==> config.mk <==
export PLATFORM = sky130hd
export DESIGN_NAME = edge_setup_flat
export DESIGN_NICKNAME = d
export VERILOG_FILES = /design/src/rtl/edge_setup_pkg.sv /design/src/rtl/edge_setup_if.sv /design/src/rtl/edge_setup_mul.sv /design/src/rtl/edge_setup.sv /design/src/flat_wrapper.sv
export SDC_FILE = /design/constraint.sdc
export NUM_CORES = 2
export LEC_CHECK = 0
export CAP_MARGIN = 25
export CORE_MARGIN = 2
export CORE_UTILIZATION = 50
export CTS_CLUSTER_SIZE = 10
export DETAILED_ROUTE_END_ITERATION = 8
export GPL_ROUTABILITY_DRIVEN = 0
export GPL_TIMING_DRIVEN = 0
export MAX_ROUTING_LAYER = met4
export PLACE_DENSITY = 0.74
export SLEW_MARGIN = 20
export SYNTH_ARGS = -nofsm -noshare
export SYNTH_HDL_FRONTEND = slang
export SYNTH_SLANG_ARGS = --single-unit
export TNS_END_PERCENT = 5
==> constraint.sdc <==
create_clock -name clk -period 17.5 [get_ports clk]
set_input_delay 3.5 -clock clk [delete_from_list [all_inputs] [get_ports clk]]
set_output_delay 3.5 -clock clk [all_outputs]
set_load 0.005 [all_outputs]
==> src/rtl/edge_setup_pkg.sv <==
`default_nettype none
// ============================================================================
// Module : edge_setup_pkg
// Brief  : Shared constants, FSM state encoding and edge vertex-index table
//          for the quad edge-function setup block.
// Rev    : 1.0  initial release
// ============================================================================
package edge_setup_pkg;

    localparam int W         = 20;
    localparam int H_VIS     = 640;
    localparam int V_VIS     = 480;
    localparam int H_TOTAL   = 800;
    localparam int V_TOTAL   = 525;
    localparam int NUM_EDGES = 6;

    typedef logic signed [W-1:0] sval_t;

    typedef enum logic [2:0] {
        ST_IDLE  = 3'd0,
        ST_LATCH = 3'd1,
        ST_MUL_P = 3'd2,
        ST_MUL_N = 3'd3,
        ST_LOAD  = 3'd4
    } state_t;

    // Edges 0..2 belong to tri1 (v0,v1,v2); edges 3..5 to tri2 (v0,v2,v3).
    function automatic logic [1:0] edge_vi(input logic [2:0] k);
        case (k)
            3'd0:    edge_vi = 2'd0;
            3'd1:    edge_vi = 2'd1;
            3'd2:    edge_vi = 2'd2;
            3'd3:    edge_vi = 2'd0;
            3'd4:    edge_vi = 2'd2;
            3'd5:    edge_vi = 2'd3;
            default: edge_vi = 2'd0;
        endcase
    endfunction

    function automatic logic [1:0] edge_vj(input logic [2:0] k);
        case (k)
            3'd0:    edge_vj = 2'd1;
            3'd1:    edge_vj = 2'd2;
            3'd2:    edge_vj = 2'd0;
            3'd3:    edge_vj = 2'd2;
            3'd4:    edge_vj = 2'd3;
            3'd5:    edge_vj = 2'd0;
            default: edge_vj = 2'd0;
        endcase
    endfunction

endpackage
`default_nettype wire

==> src/rtl/edge_setup_if.sv <==
`default_nettype none
// ============================================================================
// Module : edge_setup_if
// Brief  : Raster-timing, vertex and edge-init signal bundle for edge_setup.
// Rev    : 1.0  initial release
// ============================================================================
interface edge_setup_if;
    import edge_setup_pkg::*;

    logic [9:0] x;
    logic [9:0] y;
    sval_t      x_screen_v0, x_screen_v1, x_screen_v2, x_screen_v3;
    sval_t      y_screen_v0, y_screen_v1, y_screen_v2, y_screen_v3;
    sval_t      e0_init_t1, e1_init_t1, e2_init_t1;
    sval_t      e0_init_t2, e1_init_t2, e2_init_t2;
    logic       busy;
    logic [1:0] tri_degen;

    modport master (
        output x, y,
        output x_screen_v0, x_screen_v1, x_screen_v2, x_screen_v3,
        output y_screen_v0, y_screen_v1, y_screen_v2, y_screen_v3,
        input  e0_init_t1, e1_init_t1, e2_init_t1,
        input  e0_init_t2, e1_init_t2, e2_init_t2,
        input  busy, tri_degen
    );

    modport slave (
        input  x, y,
        input  x_screen_v0, x_screen_v1, x_screen_v2, x_screen_v3,
        input  y_screen_v0, y_screen_v1, y_screen_v2, y_screen_v3,
        output e0_init_t1, e1_init_t1, e2_init_t1,
        output e0_init_t2, e1_init_t2, e2_init_t2,
        output busy, tri_degen
    );

endinterface
`default_nettype wire

==> src/rtl/edge_setup_mul.sv <==
`default_nettype none
// ============================================================================
// Module : setup_mul
// Brief  : WxW signed multiplier with a registered 2W-bit product (1 clk).
// Rev    : 1.0  initial release
// ============================================================================
module setup_mul
    import edge_setup_pkg::*;
(
    input  wire logic                  clk,
    input  wire logic                  reset,
    input  wire sval_t                 a,
    input  wire sval_t                 b,
    output logic signed [2*W-1:0]      prod
);

    logic signed [2*W-1:0] a_ext;
    logic signed [2*W-1:0] b_ext;

    assign a_ext = {{W{a[W-1]}}, a};
    assign b_ext = {{W{b[W-1]}}, b};

    always_ff @(posedge clk) begin
        if (reset) begin
            prod <= '0;
        end else begin
            prod <= a_ext * b_ext;
        end
    end

endmodule
`default_nettype wire

==> src/rtl/edge_setup.sv <==
`default_nettype none
// ============================================================================
// Module : edge_setup
// Brief  : Per-frame edge constant setup and per-line edge stepping for the
//          two-triangle quad rasterizer. Optional DEGEN_CULL_EN zero-area cull.
// Rev    : 1.0  initial release
// ============================================================================
module edge_setup
    import edge_setup_pkg::*;
(
    input  wire logic   clk,
    input  wire logic   reset,
    edge_setup_if.slave bus
);

    state_t     state, state_nxt;
    logic [2:0] edge_idx;
    sval_t      sx [4];
    sval_t      sy [4];
    sval_t      c_acc  [NUM_EDGES];
    sval_t      c_fin  [NUM_EDGES];
    sval_t      c_load [NUM_EDGES];
    sval_t      e_init [NUM_EDGES];
    sval_t      b_edge [NUM_EDGES];
    sval_t      b_eff  [NUM_EDGES];
    sval_t      p_hold;
    sval_t      c_new;
    sval_t      mul_a, mul_b;
    sval_t      prod_lo;
    logic signed [2*W-1:0] prod;
    logic       unused_prod_hi;
    logic [1:0] degen, degen_nxt;

    logic trig_cond, line_cond, trig_prev, line_prev, trig_evt, line_evt;
    logic busy, latch_en, cap_p, store_c, load_en, issue_n;

    assign trig_cond = (bus.y == 10'(V_VIS)) && (bus.x == 10'd0);
    assign line_cond = (bus.y <  10'(V_VIS)) && (bus.x == 10'd0);
    assign trig_evt  = trig_cond && !trig_prev;
    assign line_evt  = line_cond && !line_prev;

    // ---------------- FSM: state register ----------------
    always_ff @(posedge clk) begin
        if (reset) begin
            state <= ST_IDLE;
        end else begin
            state <= state_nxt;
        end
    end

    // ---------------- FSM: next state ----------------
    always_comb begin
        state_nxt = state;
        case (state)
            ST_IDLE:  if (trig_evt) state_nxt = ST_LATCH;
            ST_LATCH: state_nxt = ST_MUL_P;
            ST_MUL_P: state_nxt = ST_MUL_N;
            ST_MUL_N: state_nxt = (edge_idx == 3'(NUM_EDGES - 1)) ? ST_LOAD : ST_MUL_P;
            ST_LOAD:  state_nxt = ST_IDLE;
            default:  state_nxt = ST_IDLE;
        endcase
    end

    // ---------------- FSM: outputs ----------------
    always_comb begin
        busy     = (state != ST_IDLE);
        latch_en = (state == ST_IDLE) && trig_evt;
        issue_n  = (state == ST_MUL_N);
        cap_p    = (state == ST_MUL_N);
        store_c  = (state == ST_MUL_P) && (edge_idx != 3'd0);
        load_en  = (state == ST_LOAD);
    end

    // MUL_P issues xj*yi, MUL_N issues xi*yj; each result lands one state later.
    always_comb begin
        mul_a = issue_n ? sx[edge_vi(edge_idx)] : sx[edge_vj(edge_idx)];
        mul_b = issue_n ? sy[edge_vj(edge_idx)] : sy[edge_vi(edge_idx)];
    end

    setup_mul u_mul (
        .clk   (clk),
        .reset (reset),
        .a     (mul_a),
        .b     (mul_b),
        .prod  (prod)
    );

    assign prod_lo        = prod[W-1:0];
    assign unused_prod_hi = ^prod[2*W-1:W];
    assign c_new          = p_hold - prod_lo;

    always_comb begin
        for (int k = 0; k < NUM_EDGES; k++) begin
            b_edge[k] = sx[edge_vi(3'(k))] - sx[edge_vj(3'(k))];
            c_fin[k]  = (k == NUM_EDGES - 1) ? c_new : c_acc[k];
        end
    end

`ifdef DEGEN_CULL_EN
    sval_t area_t1, area_t2;
    always_comb begin
        area_t1   = c_fin[0] + c_fin[1] + c_fin[2];
        area_t2   = c_fin[3] + c_fin[4] + c_fin[5];
        degen_nxt = {(area_t2 == '0), (area_t1 == '0)};
        for (int k = 0; k < NUM_EDGES; k++) begin
            c_load[k] = ((k < 3) ? degen_nxt[0] : degen_nxt[1]) ? '0 : c_fin[k];
            b_eff[k]  = ((k < 3) ? degen[0]     : degen[1])     ? '0 : b_edge[k];
        end
    end
`else
    always_comb begin
        degen_nxt = 2'b00;
        for (int k = 0; k < NUM_EDGES; k++) begin
            c_load[k] = c_fin[k];
            b_eff[k]  = b_edge[k];
        end
    end
`endif

    always_ff @(posedge clk) begin
        if (reset) begin
            trig_prev <= 1'b0;
            line_prev <= 1'b0;
            edge_idx  <= 3'd0;
            p_hold    <= '0;
            degen     <= 2'b00;
            for (int k = 0; k < 4; k++) begin
                sx[k] <= '0;
                sy[k] <= '0;
            end
            for (int k = 0; k < NUM_EDGES; k++) begin
                c_acc[k]  <= '0;
                e_init[k] <= '0;
            end
        end else begin
            trig_prev <= trig_cond;
            line_prev <= line_cond;

            if (latch_en) begin
                sx[0] <= bus.x_screen_v0;
                sx[1] <= bus.x_screen_v1;
                sx[2] <= bus.x_screen_v2;
                sx[3] <= bus.x_screen_v3;
                sy[0] <= bus.y_screen_v0;
                sy[1] <= bus.y_screen_v1;
                sy[2] <= bus.y_screen_v2;
                sy[3] <= bus.y_screen_v3;
            end

            if (state == ST_LATCH) begin
                edge_idx <= 3'd0;
            end else if (state == ST_MUL_N) begin
                edge_idx <= edge_idx + 3'd1;
            end

            if (cap_p) begin
                p_hold <= prod_lo;
            end
            // Edge k-1's N product arrives while edge k issues its P product.
            if (store_c) begin
                c_acc[edge_idx - 3'd1] <= c_new;
            end

            if (load_en) begin
                degen <= degen_nxt;
                for (int k = 0; k < NUM_EDGES; k++) begin
                    e_init[k] <= c_load[k];
                end
            end else if (line_evt) begin
                for (int k = 0; k < NUM_EDGES; k++) begin
                    e_init[k] <= e_init[k] + b_eff[k];
                end
            end
        end
    end

    assign bus.e0_init_t1 = e_init[0];
    assign bus.e1_init_t1 = e_init[1];
    assign bus.e2_init_t1 = e_init[2];
    assign bus.e0_init_t2 = e_init[3];
    assign bus.e1_init_t2 = e_init[4];
    assign bus.e2_init_t2 = e_init[5];
    assign bus.busy       = busy;
    assign bus.tri_degen  = degen;

endmodule
`default_nettype wire

==> src/flat_wrapper.sv <==
// flat-port wrapper written by rule: the top's interface ports become plain ports
module edge_setup_flat import edge_setup_pkg::*;
  (clk, reset, bus_x, bus_y, bus_x_screen_v0, bus_x_screen_v1, bus_x_screen_v2, bus_x_screen_v3, bus_y_screen_v0, bus_y_screen_v1, bus_y_screen_v2, bus_y_screen_v3, bus_e0_init_t1, bus_e1_init_t1, bus_e2_init_t1, bus_e0_init_t2, bus_e1_init_t2, bus_e2_init_t2, bus_busy, bus_tri_degen);
  edge_setup_if bus_i ();
  input  wire logic clk;
  input  wire logic reset;
  input wire logic [$bits(bus_i.x)-1:0] bus_x;
  input wire logic [$bits(bus_i.y)-1:0] bus_y;
  input wire logic [$bits(bus_i.x_screen_v0)-1:0] bus_x_screen_v0;
  input wire logic [$bits(bus_i.x_screen_v1)-1:0] bus_x_screen_v1;
  input wire logic [$bits(bus_i.x_screen_v2)-1:0] bus_x_screen_v2;
  input wire logic [$bits(bus_i.x_screen_v3)-1:0] bus_x_screen_v3;
  input wire logic [$bits(bus_i.y_screen_v0)-1:0] bus_y_screen_v0;
  input wire logic [$bits(bus_i.y_screen_v1)-1:0] bus_y_screen_v1;
  input wire logic [$bits(bus_i.y_screen_v2)-1:0] bus_y_screen_v2;
  input wire logic [$bits(bus_i.y_screen_v3)-1:0] bus_y_screen_v3;
  output wire logic [$bits(bus_i.e0_init_t1)-1:0] bus_e0_init_t1;
  output wire logic [$bits(bus_i.e1_init_t1)-1:0] bus_e1_init_t1;
  output wire logic [$bits(bus_i.e2_init_t1)-1:0] bus_e2_init_t1;
  output wire logic [$bits(bus_i.e0_init_t2)-1:0] bus_e0_init_t2;
  output wire logic [$bits(bus_i.e1_init_t2)-1:0] bus_e1_init_t2;
  output wire logic [$bits(bus_i.e2_init_t2)-1:0] bus_e2_init_t2;
  output wire logic [$bits(bus_i.busy)-1:0] bus_busy;
  output wire logic [$bits(bus_i.tri_degen)-1:0] bus_tri_degen;
  assign bus_i.x = bus_x;
  assign bus_i.y = bus_y;
  assign bus_i.x_screen_v0 = bus_x_screen_v0;
  assign bus_i.x_screen_v1 = bus_x_screen_v1;
  assign bus_i.x_screen_v2 = bus_x_screen_v2;
  assign bus_i.x_screen_v3 = bus_x_screen_v3;
  assign bus_i.y_screen_v0 = bus_y_screen_v0;
  assign bus_i.y_screen_v1 = bus_y_screen_v1;
  assign bus_i.y_screen_v2 = bus_y_screen_v2;
  assign bus_i.y_screen_v3 = bus_y_screen_v3;
  assign bus_e0_init_t1 = bus_i.e0_init_t1;
  assign bus_e1_init_t1 = bus_i.e1_init_t1;
  assign bus_e2_init_t1 = bus_i.e2_init_t1;
  assign bus_e0_init_t2 = bus_i.e0_init_t2;
  assign bus_e1_init_t2 = bus_i.e1_init_t2;
  assign bus_e2_init_t2 = bus_i.e2_init_t2;
  assign bus_busy = bus_i.busy;
  assign bus_tri_degen = bus_i.tri_degen;
  edge_setup u_core (.clk(clk), .reset(reset), .bus(bus_i));
endmodule
## After elaboration in Yosys (flattened, before gate mapping)

Memory sizes are Yosys's and may differ from the RTL's.
Index checks and enable logic that the tools add are counted.

| storage, ports and cells | value |
|---|---|
| register bits | 48 |
| bits in latches | 0 |
| memory bits (writable) | 400 |
| bits in read-only memories | 0 |
| output and inout bits | 123 |
| memories kept | 4 |

| operators by class | value |
|---|---|
| $add $sub $neg | 15 |
| multiply operators | 1 |
| divide/modulo/power cells | 0 |
| $lt $le $gt $ge | 1 |
| equality and inequality tests | 11 |
| shift operators | 0 |
| muxes and demuxes | 45 |
| bitwise gates (word level) | 20 |
| reductions and logical operators | 17 |

Memories:

| name | depth | bits a word | rd ports | clocked after memory_dff | write ports | line | RTL |
|---|---|---|---|---|---|---|---|
| u_core.c_acc | 6 | 20 | 5 | 0 | 6 | edge_setup.sv:20 | `sval_t c_acc [NUM_EDGES];` |
| u_core.e_init | 6 | 20 | 6 | 0 | 6 | edge_setup.sv:23 | `sval_t e_init [NUM_EDGES];` |
| u_core.sx | 4 | 20 | 6 | 0 | 4 | edge_setup.sv:18 | `sval_t sx [4];` |
| u_core.sy | 4 | 20 | 2 | 0 | 4 | edge_setup.sv:19 | `sval_t sy [4];` |

Operator list:

| kind | count |
|---|---|
| 2-to-1 mux 20 bit | 23 |
| subtractor 20 bit | 7 |
| adder 20 bit | 6 |
| multiplier 20 x 20 -> 20 bit | 1 |
| OR 1 bit | 20 |
| OR reduction 20 bit | 1 |
| 2-to-1 mux 1 bit | 16 |
| equality test 3 x 2 -> 1 bit, second input constant | 4 |
| one-hot mux 2 bit (3 select lines) | 2 |
| one-hot mux 3 bit (4 select lines) | 1 |
| equality test 10 x 9 -> 1 bit, second input constant | 1 |
| logical NOT 10 bit | 1 |
| < comparator 10 x 9 -> 1 bit, second input constant | 1 |
| equality test 3 bit, second input constant | 3 |
| 2-to-1 mux 3 bit | 3 |
| equality test 3 x 1 -> 1 bit, second input constant | 2 |
| logical AND 1 bit | 6 |
| logical NOT 3 bit | 2 |
| nonzero test 3 bit | 2 |
| OR reduction 2 bit | 3 |
| adder 3 x 1 -> 3 bit, second input constant | 1 |
| subtractor 3 x 1 -> 3 bit, second input constant | 1 |
| logical NOT 1 bit | 2 |
| inequality test 2 x 1 -> 1 bit, second input constant | 1 |

## Longest topological paths before layout

| logic depth | value |
|---|---|
| word-level depth | 8 |
| gate-level depth with buffers | 37 |
| mapped depth without buffers | 32 |

## Modules after synthesis

Synthesis repeated with hierarchy kept, for this count alone.

| second synthesis, totals | value |
|---|---|
| cells, all modules | 4,396 |
| area total of the unflattened synthesis | 43,929.6 um2 |

By module, submodules not included:

| module | instances | cells an instance | area an instance (um2) | seq. area each (um2) |
|---|---|---|---|---|
| edge_setup | 1 | 2,636 | 27,684.1 | 11,971.5 |
| setup_mul | 1 | 1,760 | 16,245.6 | 800.8 |

## Worst setup path before layout

Ideal clock, no wire load.

| timing path | value |
|---|---|
| path type | input to register |
| start point | input port bus_x[5] |
| end point | memory u_core.sx[0][0] (netlist name), enable pin |
| arrival | 15.795 ns |
| data required time | 16.585 ns |
| path slack | 0.790 ns |
| stages | 4 |
| path buffers | 0 |
| cell sequence | nor4_1 nand3_1 nand4b_1 o31ai_1 |

RTL lines:

| item | line | RTL |
|---|---|---|
| from (decl) | flat_wrapper.sv:7 | `input wire logic [$bits(bus_i.x)-1:0] bus_x;` |
| to (decl) | edge_setup.sv:18 |  |

## Worst setup path after layout

| timing path | value |
|---|---|
| start point | register u_core.edge_idx[0] |
| end point | register u_core.u_mul.prod[19] |

| between the ends | value |
|---|---|
| cells in the longest elaborated chain, start to end | 6 |
| elaborated cells on any way between the ends | 15 |
| classes of those cells | mul: 1; eq/ne: 5; mux: 4; reduce/logical: 3; memory: 2 |

Ends and longest elaborated chain:

| item | line | RTL |
|---|---|---|
| from (decl) | edge_setup.sv:17 | `logic [2:0] edge_idx;` |
| from (signal assigned) | edge_setup.sv:153 | `edge_idx <= edge_idx + 3'd1;` |
| equality test 3 x 2 -> 1 bit (tied with other cells) | edge_setup_pkg.sv:41 | `case (k)` |
| OR reduction 2 bit (no source line) | -- |  |
| one-hot mux 2 bit (3 select lines) (on tied branches) | edge_setup_pkg.sv:41, edge_setup_pkg.sv:29 |  |
| memory read (4 x 20 bit) (on tied branches) | -- |  |
| 2-to-1 mux 20 bit (on tied branches) | edge_setup.sv:76, edge_setup.sv:77 |  |
| multiplier 20 x 20 -> 20 bit (*) | edge_setup_mul.sv:27 | `prod <= a_ext * b_ext;` |
| to (signal assigned) | edge_setup_mul.sv:27 |  |
| to (decl) | edge_setup_mul.sv:14 | `output logic signed [2*W-1:0] prod` |

Every way passes the cells marked *; elsewhere a longest branch is shown, timed or not.
A chain may end at the register's enable or synchronous reset.

==> flow_summary_export.csv <==
group,metric,value,unit
setup_path,cpPeakStageDelay,600,ps
setup_path,rr_endpoint,"u_core.u_mul.prod[19]",
yosys,yosys_warnings,0,
die,std_cell_rows,95,
power,vdd_drop_max,0.0719,mV
setup_path,cp.arrival,10660,ps
setup_path,crit_top_cell,"xnor2_1",
die,core,67300,sq um
placed_design,io_buffers,302,
setup_path,slowest_stage,"clkbuf_1",
cells_and_area,syn_to_final_growth,18.0,%
die,dieArea,70300,sq um
yosys,synth_area_leaders,"edfxtp_1 (33%), fa_1 (15%), ha_1 (8.5%), inv_1 (7.4%), mux4_2 (3.3%)",
route,ant_nets,0,
yosys,synthXorXnorAreaFrac,4.41,%
yosys,synth_compound_area_share,9.14,%
setup_path,reg2reg_slack,7310,ps
sta,hold_viol_final,0,
clock_tree,postCtsResizedCells,0,
yosys,yosys.area_share.simple,13.1,%
clock_tree,cts_buffers,52,
yosys,synth_top_cell_area_share,33.5,%
placed_design,dp_hpwl,85.8,mm
clock_tree,clk_pin_slew,60,ps
sta,final-setup-viol-count,0,
clock_tree,cts-root-buf,"clkbuf_16",
hold_path,hp-class,"reg2reg",
global_route,antenna_found_initial,5,
cells_and_area,drive_gt1_share,6.14,%
sta,fmax,98.2,MHz
global_route,grt_max_degree,22,
global_route,grt_pass1_vias,25900,
yosys,synth_flop_cell,"edfxtp_1",
route,routed_via_density,5.73,
cells_and_area,multi_input_area,18700,sq um
setup_path,path_class,"reg2reg",
clock_tree,cts_tree,"done",
yosys,synthAdderAreaFrac,23.3,%
setup_path,cp-start-kind,"register",
sta,fin_crit,10190,ps
yosys,netlist_area,34100,sq um
yosys,synth_edf_count,380,
global_route,grt_usage,31.6,%
clock_tree,clock_path_buffers,3,
yosys,avgSynthCellArea,10.0,sq um
yosys,async_flop_share,0,%
sta,tightest_slew,1100,ps
clock_tree,cts_hold_buf,0,
clock_tree,cts_setup_buffers,0,
setup_path,rr_worst_depth,32,
die,ios,305,
power,clockPowerShare,32.2,%
job,max_cap_viol_count,0,
die,initial_core_util,50.7,%
route,routed_wirelength,109,mm
die,die_w,265,microns
sta,final_max_slew_viol_count,0,
setup_path,end_kind,"register",
route,drtPass1Iterations,7,
power,comb_power_share,29.7,%
global_route,overflow,0,
yosys,synth_cell_type_count,81,
power,power_leakage,17.8,nW
sta,holdWs,421,ps
sta,finalSetupTns,0,ps
setup_path,required,17970,ps
sta,slew_headroom,24.8,%
cells_and_area,nets,4450,
setup_path,worstPathMaxFanout,11,
route,vias,26900,
sta,period_share,58.2,%
cells_and_area,seqCellArea,12400,sq um
route,drc_errors,0,
yosys,synth_top_family_by_area,"adder cells",
power,swShare,32.1,%
route,drt_iter0_markers,3465,
power,pwr_density_cell,78.1,nW/um^2
global_route,grt_pass1_wl,159,mm
power,switching_power,1.01,mW
run_status,status,"complete, no violations",
cells_and_area,nFillCells,5530,
yosys,synth_mux_area_share,4.66,%
power,internal_power,2.13,mW
yosys,synth_cells,3402,
clock_tree,cts_max_level,2,
power,seqPwrFrac,38.1,%
yosys,ys_seq_area_share,36.3,%
hold_path,hold_start,"u_core.u_mul.prod[15]",
hold_path,whs_path_depth,2,
setup_path,r2r_start,"u_core.edge_idx[0]",
sta,rsz0062_at_grt,"false",
clock_tree,clock-sinks,428,
die,die_h,265,microns
hold_path,hold-path-endpoint,"u_core.p_hold[15]",
yosys,synth_seq_cells,428,
clock_tree,clock_latency,640,ps
route,wire_per_inst,23.2,microns
sta,clock_skew,50.9,ps
yosys,yosys.area.top_type,"edfxtp_1",
## cells in the mapped netlist, types with 5 or more instances
master	count
inv_1	673
edfxtp_1	380
nor2_1	298
fa_1	252
nand2_1	247
ha_1	231
and2_1	164
a21oi_1	150
o21ai_0	132
xnor2_1	94
clkbuf_1	87
xor2_1	75
mux4_2	50
or2_2	50
dfxtp_1	48
mux2i_1	41
nand2b_1	37
a21o_1	34
o22ai_1	32
nand3_1	30
nor2b_1	27
nor3_1	27
and3_1	19
o31ai_1	19
a31oi_1	16
o21a_1	14
o21bai_1	13
a21boi_0	12
a22o_1	11
buf_2	10
a211o_1	9
a211oi_1	9
or3_1	8
a32o_1	7
buf_6	6
nand3b_1	6
buf_1	5
nor4_1	5
o211ai_1	5
## worst max path at each step
stage / startpoint / end / slack, ps / cells after the start
2_1_floorplan: bus_x[5] / u_core.sx[0][0] / 790 / 4
3_3_place_gp: bus_x[1] / u_core.sx[1][12] / -6320 / 5
3_5_place_dp: u_core.edge_idx[0] / u_core.u_mul.prod[19] / 7480 / 34
4_1_cts: u_core.edge_idx[0] / u_core.u_mul.prod[19] / 7470 / 34
5_1_grt: u_core.edge_idx[0] / u_core.u_mul.prod[19] / 7030 / 34
6_report: u_core.edge_idx[0] / u_core.u_mul.prod[19] / 7310 / 32
## registers in the layout (all words and copies together), names as in the netlist, 3 cells and up
| signal | count |
|---|---|
| u_core.p_hold | 20 |
| u_core.u_mul.prod | 20 |
| u_core.sx | 80 |
| u_core.c_acc | 100 |
| u_core.state | 3 |
| u_core.edge_idx | 3 |
| u_core.e_init | 120 |
| u_core.sy | 80 |
## logic make-up after synthesis
| group | after synthesis |
|---|---|
| AOI/OAI and AO/OA | 499 |
| xor gates and xnor gates | 170 |
| adders and majority gates | 483 |
| buffers and inverters | 792 |
| DFF | 428 |
| muxes | 93 |
| other | 1 |
| and+or+nand+nor | 936 |
## metal layers
| layer | vias up | track usage, % | routed length [microns] |
|---|---|---|---|
| met5 | - | - | 0 |
| met4 | 0 | 13.2 | 5470 |
| met3 | 279 | 6.84 | 13100 |
| met2 | 1674 | 46.5 | 47300 |
| met1 | 13000 | 42.5 | 42700 |
| li1 | 11900 | - | - |
## power by group through the flow
stage                     sequential [mW]  clock, mW  combinational (mW)
after CTS                            1.19       1.01               0.920
final                                1.20       1.01               0.933
after floorplan                      1.21          0               0.639
after global placement               1.23          0               0.881
after detailed placement             1.22          0               0.907
after global routing                 1.20       1.05                1.03
## cells in the final DEF (no fill, tap or decap), types with 53 or more instances in the layout
master	n
clkdlybuf4s50_1	302
clkbuf_16	53
ha_1	231
xor2_1	75
o21ai_0	130
nand2_1	247
edfxtp_1	380
nor2_1	298
fa_1	252
xnor2_1	93
and2_1	164
a21oi_1	149
clkbuf_1	102
inv_1	673
## stage by stage
| stage | cells | setup WS [ps] | total power [mW] | instance area (sq um) | utilization, % |
|---|---|---|---|---|---|
| final | 4689 | 7310 | 3.14 | 40200 | 59.8 |
| after global routing | 4689 | 7030 | 3.28 | 40200 | 59.8 |
| after CTS | 4682 | 7470 | 3.13 | 40200 | 59.7 |
| after detailed placement | 4601 | 7480 | 2.12 | 38600 | 57.4 |
| after global placement | 4578 | -6320 | 2.11 | 38200 | 56.8 |
| after floorplan | 3403 | 790 | 1.85 | 34100 | - |
## cell type report
type                       count  area share, %
clock buffer                  70           3.48
multi-input combinational   2183           46.4
buffer                       118           1.46
tap                          873           2.72
antenna                        4         0.0249
timing repair buffer         328           8.53
inverter                     674           6.29
sequential                   428           30.8
clock inverter                11          0.314
## critical path, delay by kind of cell (launching register included)
kind                     cells  cell delay [ps]
adder cells (fa/ha/maj)      8             3670
buffers and inverters        8             2230
XOR/XNOR                    10             2040
multiplexers                 2              700
flip-flops                   1              590
AO/OA/AOI/OAI                2              520
AND/OR/NAND/NOR              2              230
(Power assumes the default switching activity.)
